--- src/rtl/instr_encoder_if.sv ---
// Request/response bundle for the instruction encoder: operand request in, encoded word out.
interface instr_encoder_if;
  logic        in_valid;
  logic        in_ready;
  logic [5:0]  in_op;
  logic [4:0]  in_rd;
  logic [4:0]  in_rs1;
  logic [4:0]  in_rs2;
  logic [31:0] in_imm;
  logic        out_valid;
  logic        out_ready;
  logic [31:0] out_instr;

  modport master (
    output in_valid, in_op, in_rd, in_rs1, in_rs2, in_imm, out_ready,
    input  in_ready, out_valid, out_instr
  );

  modport slave (
    input  in_valid, in_op, in_rd, in_rs1, in_rs2, in_imm, out_ready,
    output in_ready, out_valid, out_instr
  );
endinterface

--- src/rtl/instr_encoder.sv ---
// Streaming RV32IM encoder: op index + fields -> word, via one stage register into a DEPTH FIFO.
// Word appears two cycles after the handshake into an empty FIFO; illegal requests only pulse err.
module instr_encoder #(
  parameter int DEPTH = 4,
  parameter int CW    = $clog2(DEPTH) + 1
) (
  input  logic           clk,
  input  logic           rst_n,
  input  logic           flush,
  instr_encoder_if.slave bus,
  output logic           err,
  output logic [7:0]     err_count,
  output logic [CW-1:0]  fifo_count
);
  localparam int AW = $clog2(DEPTH);

  logic [5:0]  op;
  logic [4:0]  rd;
  logic [4:0]  rs1;
  logic [4:0]  rs2;
  logic [31:0] imm;
  logic        imm12_ok;
  logic        imm13_ok;
  logic        imm21_ok;
  logic [2:0]  f3;
  logic [31:0] enc_word;
  logic        enc_ok;

  logic          stage_valid;
  logic [31:0]   stage_word;
  logic [31:0]   mem [DEPTH];
  logic [AW-1:0] wr_ptr;
  logic [AW-1:0] rd_ptr;
  logic          full;
  logic          pop;
  logic          push;
  logic          stage_move;
  logic          accept;

  assign op  = bus.in_op;
  assign rd  = bus.in_rd;
  assign rs1 = bus.in_rs1;
  assign rs2 = bus.in_rs2;
  assign imm = bus.in_imm;

  // Signed range checks reduce to "all bits above the sign bit match it".
  assign imm12_ok = (imm[31:11] == '0) || (imm[31:11] == '1);
  assign imm13_ok = ((imm[31:12] == '0) || (imm[31:12] == '1)) && !imm[0];
  assign imm21_ok = ((imm[31:20] == '0) || (imm[31:20] == '1)) && !imm[0];

  always_comb begin
    case (op)
      6'd5, 6'd14, 6'd20, 6'd25, 6'd28:       f3 = 3'd1;
      6'd8, 6'd17, 6'd21, 6'd26:              f3 = 3'd2;
      6'd9, 6'd18:                            f3 = 3'd3;
      6'd2, 6'd11, 6'd22, 6'd29:              f3 = 3'd4;
      6'd6, 6'd7, 6'd15, 6'd16, 6'd23, 6'd30: f3 = 3'd5;
      6'd3, 6'd12, 6'd31:                     f3 = 3'd6;
      6'd4, 6'd13, 6'd32:                     f3 = 3'd7;
      default:                                f3 = (op >= 6'd37) ? 3'(op - 6'd37) : 3'd0;
    endcase
  end

  always_comb begin
    enc_word = '0;
    enc_ok   = 1'b1;
    if (op <= 6'd9 || (op >= 6'd37 && op <= 6'd44)) begin
      enc_word = {(op >= 6'd37) ? 7'h01 : (op == 6'd1 || op == 6'd7) ? 7'h20 : 7'h00,
                  rs2, rs1, f3, rd, 7'b0110011};
    end else if (op >= 6'd14 && op <= 6'd16) begin
      enc_ok   = (imm[31:5] == '0);
      enc_word = {(op == 6'd16) ? 7'h20 : 7'h00, imm[4:0], rs1, f3, rd, 7'b0010011};
    end else if (op <= 6'd23 || op == 6'd34) begin
      enc_ok   = imm12_ok;
      enc_word = {imm[11:0], rs1, f3, rd,
                  (op <= 6'd18) ? 7'b0010011 : (op == 6'd34) ? 7'b1100111 : 7'b0000011};
    end else if (op <= 6'd26) begin
      enc_ok   = imm12_ok;
      enc_word = {imm[11:5], rs2, rs1, f3, imm[4:0], 7'b0100011};
    end else if (op <= 6'd32) begin
      enc_ok   = imm13_ok;
      enc_word = {imm[12], imm[10:5], rs2, rs1, f3, imm[4:1], imm[11], 7'b1100011};
    end else if (op == 6'd33) begin
      enc_ok   = imm21_ok;
      enc_word = {imm[20], imm[10:1], imm[11], imm[19:12], rd, 7'b1101111};
    end else if (op <= 6'd36) begin
      enc_ok   = (imm[11:0] == '0);
      enc_word = {imm[31:12], rd, (op == 6'd35) ? 7'b0110111 : 7'b0010111};
    end else begin
      enc_ok   = 1'b0;
    end
  end

  assign full          = (fifo_count == CW'(DEPTH));
  assign bus.out_valid = (fifo_count != '0);
  assign pop           = bus.out_valid && bus.out_ready;
  assign stage_move    = !full || pop;
  assign push          = stage_valid && stage_move;
  assign bus.in_ready  = !stage_valid || stage_move;
  assign accept        = bus.in_valid && bus.in_ready;
  assign bus.out_instr = bus.out_valid ? mem[rd_ptr] : '0;

  // Rejected requests never occupy the stage, so they cannot stall behind a full FIFO.
  always_ff @(posedge clk or negedge rst_n) begin
    if (!rst_n) begin
      stage_valid <= 1'b0;
      stage_word  <= '0;
      err         <= 1'b0;
      err_count   <= '0;
    end else if (flush) begin
      stage_valid <= 1'b0;
      err         <= 1'b0;
    end else begin
      err <= accept && !enc_ok;
      if (accept && !enc_ok && err_count != 8'hFF) begin
        err_count <= err_count + 8'd1;
      end
      if (bus.in_ready) begin
        stage_valid <= accept && enc_ok;
        stage_word  <= enc_word;
      end
    end
  end

  always_ff @(posedge clk or negedge rst_n) begin
    if (!rst_n) begin
      wr_ptr     <= '0;
      rd_ptr     <= '0;
      fifo_count <= '0;
    end else if (flush) begin
      wr_ptr     <= '0;
      rd_ptr     <= '0;
      fifo_count <= '0;
    end else begin
      if (push) begin
        wr_ptr <= wr_ptr + 1'b1;
      end
      if (pop) begin
        rd_ptr <= rd_ptr + 1'b1;
      end
      if (push && !pop) begin
        fifo_count <= fifo_count + 1'b1;
      end else if (pop && !push) begin
        fifo_count <= fifo_count - 1'b1;
      end
    end
  end

  always_ff @(posedge clk) begin
    if (push && !flush) begin
      mem[wr_ptr] <= stage_word;
    end
  end
endmodule

--- src/flat_wrapper.sv ---
// flat-port wrapper written by rule: the top's interface ports become plain ports
module instr_encoder_flat 
#(
  parameter int DEPTH = 4,
  parameter int CW    = $clog2(DEPTH) + 1
)
  (clk, rst_n, flush, err, err_count, fifo_count, bus_in_valid, bus_in_op, bus_in_rd, bus_in_rs1, bus_in_rs2, bus_in_imm, bus_out_ready, bus_in_ready, bus_out_valid, bus_out_instr);
  instr_encoder_if bus_i ();
  input  logic clk;
  input  logic rst_n;
  input  logic flush;
  output logic err;
  output logic [7:0] err_count;
  output logic [CW-1:0] fifo_count;
  input wire logic [$bits(bus_i.in_valid)-1:0] bus_in_valid;
  input wire logic [$bits(bus_i.in_op)-1:0] bus_in_op;
  input wire logic [$bits(bus_i.in_rd)-1:0] bus_in_rd;
  input wire logic [$bits(bus_i.in_rs1)-1:0] bus_in_rs1;
  input wire logic [$bits(bus_i.in_rs2)-1:0] bus_in_rs2;
  input wire logic [$bits(bus_i.in_imm)-1:0] bus_in_imm;
  input wire logic [$bits(bus_i.out_ready)-1:0] bus_out_ready;
  output wire logic [$bits(bus_i.in_ready)-1:0] bus_in_ready;
  output wire logic [$bits(bus_i.out_valid)-1:0] bus_out_valid;
  output wire logic [$bits(bus_i.out_instr)-1:0] bus_out_instr;
  assign bus_i.in_valid = bus_in_valid;
  assign bus_i.in_op = bus_in_op;
  assign bus_i.in_rd = bus_in_rd;
  assign bus_i.in_rs1 = bus_in_rs1;
  assign bus_i.in_rs2 = bus_in_rs2;
  assign bus_i.in_imm = bus_in_imm;
  assign bus_i.out_ready = bus_out_ready;
  assign bus_in_ready = bus_i.in_ready;
  assign bus_out_valid = bus_i.out_valid;
  assign bus_out_instr = bus_i.out_instr;
  instr_encoder #(.DEPTH(DEPTH), .CW(CW)) u_core (.clk(clk), .rst_n(rst_n), .flush(flush), .bus(bus_i), .err(err), .err_count(err_count), .fifo_count(fifo_count));
endmodule
--- config.mk ---
export PLATFORM = sky130hd
export DESIGN_NAME = instr_encoder_flat
export DESIGN_NICKNAME = d
export VERILOG_FILES = /design/src/rtl/instr_encoder_if.sv /design/src/rtl/instr_encoder.sv /design/src/flat_wrapper.sv
export SDC_FILE = /design/constraint.sdc
export NUM_CORES = 1
export LEC_CHECK = 0
export CAP_MARGIN = 5
export CORE_MARGIN = 4
export CORE_UTILIZATION = 60
export CTS_CLUSTER_SIZE = 12
export DETAILED_ROUTE_END_ITERATION = 10
export GPL_TIMING_DRIVEN = 0
export PLACE_DENSITY = 0.87
export REMOVE_ABC_BUFFERS = 1
export SKIP_LAST_GASP = 1
export SYNTH_ARGS = -nofsm -noshare
export SYNTH_HDL_FRONTEND = slang
export SYNTH_SLANG_ARGS = --single-unit
--- constraint.sdc ---
create_clock -name clk -period 4.65 [get_ports clk]
set_input_delay 0.93 -clock clk [delete_from_list [all_inputs] [get_ports clk]]
set_output_delay 0.93 -clock clk [all_outputs]
set_load 0.05 [all_outputs]
==> results.yml <==
outcome:
  status: "complete, no violations"
clock_tree:
  cts_setup_buffers: 0
  cts.sink_count: 172
  ctsHoldBuffers: 0
  cts_tree: "built"
  cts_root_buffer: "clkbuf_16"
  clkTransAtPathRegs_ns: 0.07
  clk-insertion-delay-late_ns: 0.43
  clock_path_buffers: 2
  htree_num_levels: 4
  post_cts_resized: 0
  cts_buffers: 17
layout:
  num-nets-final: 756
  fin_util_pct: 74.5
  stdcell_area_mm2: 0.00983
  final_cell_mix: "edfxtp_1, clkdlybuf4s50_1, nor2_1, dfrtp_1, and2_1"
  areaGrowthSynthToFinish_pct: 21.9
  antennaDiodeCount: 0
  n_fill_cell: 777
  mostFrequentLayoutCell: "edfxtp_1"
  drive_above_1_share_pct: 13.0
routing:
  post_drt_wl_per_cell_um: 21.3
  vias: 5544
  first_iter_violations: 615
  wl_met2_um: 9080
  vias_per_cell: 6.34
  drt-total-wl_um: 18600
  dr.pass1.iters: 6
  met3_length_um: 1430
  drc: 0
  drt-met1-wl_um: 7400
  top_layer: "met4"
  drtAntennaViolNets: 0
die:
  initial_core_util_pct: 61.1
  die_y_um: 124
  die_area_mm2: 0.0154
  pin_count: 104
  die_w_um: 124
  coreArea_mm2: 0.0132
  row_count: 42
logic_synthesis:
  ys_seq_area_share_pct: 61.1
  synth.avg_cell_area_um2: 13.6
  ys.flop_type: "edfxtp_1"
  synth_cell_types: 75
  synth_edf_count: 124
  synth_seq_cells: 172
  synthCells: 593
  syn_area_mm2: 0.00806
  yosysWarnings: 0
  async_flop_share_pct: 27.9
placement:
  routabilityCongestion: 0.883
  io_buffers: 103
  place_area_mm2: 0.00923
  place_hpwl_um: 12400
critical_path:
  crit_type: "in2reg"
  cp.required_ns: 5.01
  start_kind: "primary input"
  cp.arrival_ns: 4.42
  rrSetupSlack_ns: 1.81
  critPathMaxFanout: 9
  setup.worst_path.end_class: "flop"
global_routing:
  grt_pass1_wl_um: 29900
  grt_pass1_vias: 5604
  antenna_found_initial: 0
  grt_overflow: 0
  track_usage_pct: 26.1
  grt_max_degree: 36
sta:
  finalSetupViolations: 0
  fin_skew_ns: 0.0120
  maxSlewHeadroom_pct: 20.5
  slew_viol_final: 0
  hold_viol_final: 0
  finalCriticalPeriod_ns: 4.06
  period_share_pct: 87.3
  setup_tns_ns: 0
  tightest_slew_ns: 1.19
  fmax_mhz: 246
  rsz0062_at_grt: "false"
pwr:
  leakage_nw: 3.40
  ir_worst_vdd_v: 0.000296
  power_density_mw_per_mm2: 474
hold_path:
  hold_class: "in2async"
run:
  cap_violations: 0
==> worst max-delay path, stage by stage <==
cell and delay, ns:
clkdlybuf4s50_1 0.68, inv_1 0.18, ha_1 0.33, nor2b_1 0.23, o41ai_2 0.62, nor2b_1 0.63, a221oi_1 0.20, a311oi_1 0.41
o22a_1 0.21
==> per-stage QoR <==
step | cells | hold slack, ns | power (mW) | setup WS (ns)
3_5_place_dp | 842 | 0.500 | 3.25 | 0.280
3_3_place_gp | 839 | 0.483 | 3.21 | 0.247
5_1_grt | 875 | 0.535 | 4.84 | 0.423
6_report | 875 | 0.510 | 4.65 | 0.592
4_1_cts | 874 | 0.510 | 4.67 | 0.697
2_1_floorplan | 560 | 0.476 | 2.75 | 1.16
==> cell usage after synthesis, drive strengths merged (3+ instances only) <==
cell type    n  area (um^2)
nand4       11         68.8
a21oi       27          139
clkbuf      18         67.6
ha          11          138
o21ai       25          125
nand3       13         70.1
nor2b        7         43.8
dfrtp       48         1200
o22ai        5         31.3
o41ai        3         33.8
a211oi       7         70.1
and2        39          244
nor3         8         45.0
a31oi       11         68.8
nor2        51          209
inv         12         45.0
nand2       34          128
mux4        32          721
a22oi        7         52.6
mux2         3         37.5
xor2         6         52.6
nor4         5         31.3
buf         15         80.1
o31ai        4         30.0
and3         6         37.5
xnor2        7         61.3
edfxtp     124         3720
a221oi       9         85.1
or4          3         22.5
==> cell type report <==
class | count | area [um^2] | share of cell area [%]
clock buffer | 17 | 425 | 4.33
inverter | 12 | 45.0 | 0.458
clock inverter | 15 | 169 | 1.72
tap | 176 | 220 | 2.24
sequential | 172 | 4930 | 50.1
timing repair buffer | 107 | 1090 | 11.0
multi-input combinational | 376 | 2960 | 30.1
==> routing by layer <==
metal,vias to the layer above,global-route usage (%)
met5,-,0
met4,0,12.5
met3,49,6.13
met2,303,41.1
met1,2710,34.6
li1,2482,-
==> power breakdown <==
part	leakage [nW]	internal (mW)	switching, mW	total [mW]
Sequential	1.72	1.75	0.119	1.87
Clock	0.290	0.844	0.586	1.43
Combinational	1.39	0.523	0.835	1.36
==> kinds of logic after synthesis <==
| group | synth area share, % |
|---|---|
| and+or+nand+nor | 12.8 |
| DFF | 61.1 |
| AOI/OAI and AO/OA | 10.8 |
| buffers and inverters | 2.39 |
| muxes | 9.65 |
| xor gates and xnor gates | 1.41 |
| adders and majority gates | 1.96 |
==> sequential cells by signal (all words and copies together) (netlist names) <==
name,flops
u_core.stage_valid,1
u_core.mem,124
u_core.stage_word,31
u_core.wr_ptr,2
u_core.rd_ptr,2
u_core.err,1
u_core.err_count,8
u_core.fifo_count,3
==> worst paths after layout <==
kind,startpoint,to,cells after the start
max in group asynchronous,rst_n,u_core.stage_word[13]$_DFFE_PN0P_,2
min in group clk,u_core.err_count[4]$_DFFE_PN0P_,u_core.err_count[4]$_DFFE_PN0P_,1
min,rst_n,u_core.rd_ptr[0]$_DFFE_PN0P_,1
max,bus_in_op[1],u_core.stage_word[30]$_DFFE_PN0P_,9
max reg2reg,u_core.fifo_count[0]$_DFFE_PN0P_,u_core.fifo_count[1]$_DFFE_PN0P_,6
min reg2reg,u_core.err_count[4]$_DFFE_PN0P_,u_core.err_count[4]$_DFFE_PN0P_,1
Power figures use the tool's default switching activity.
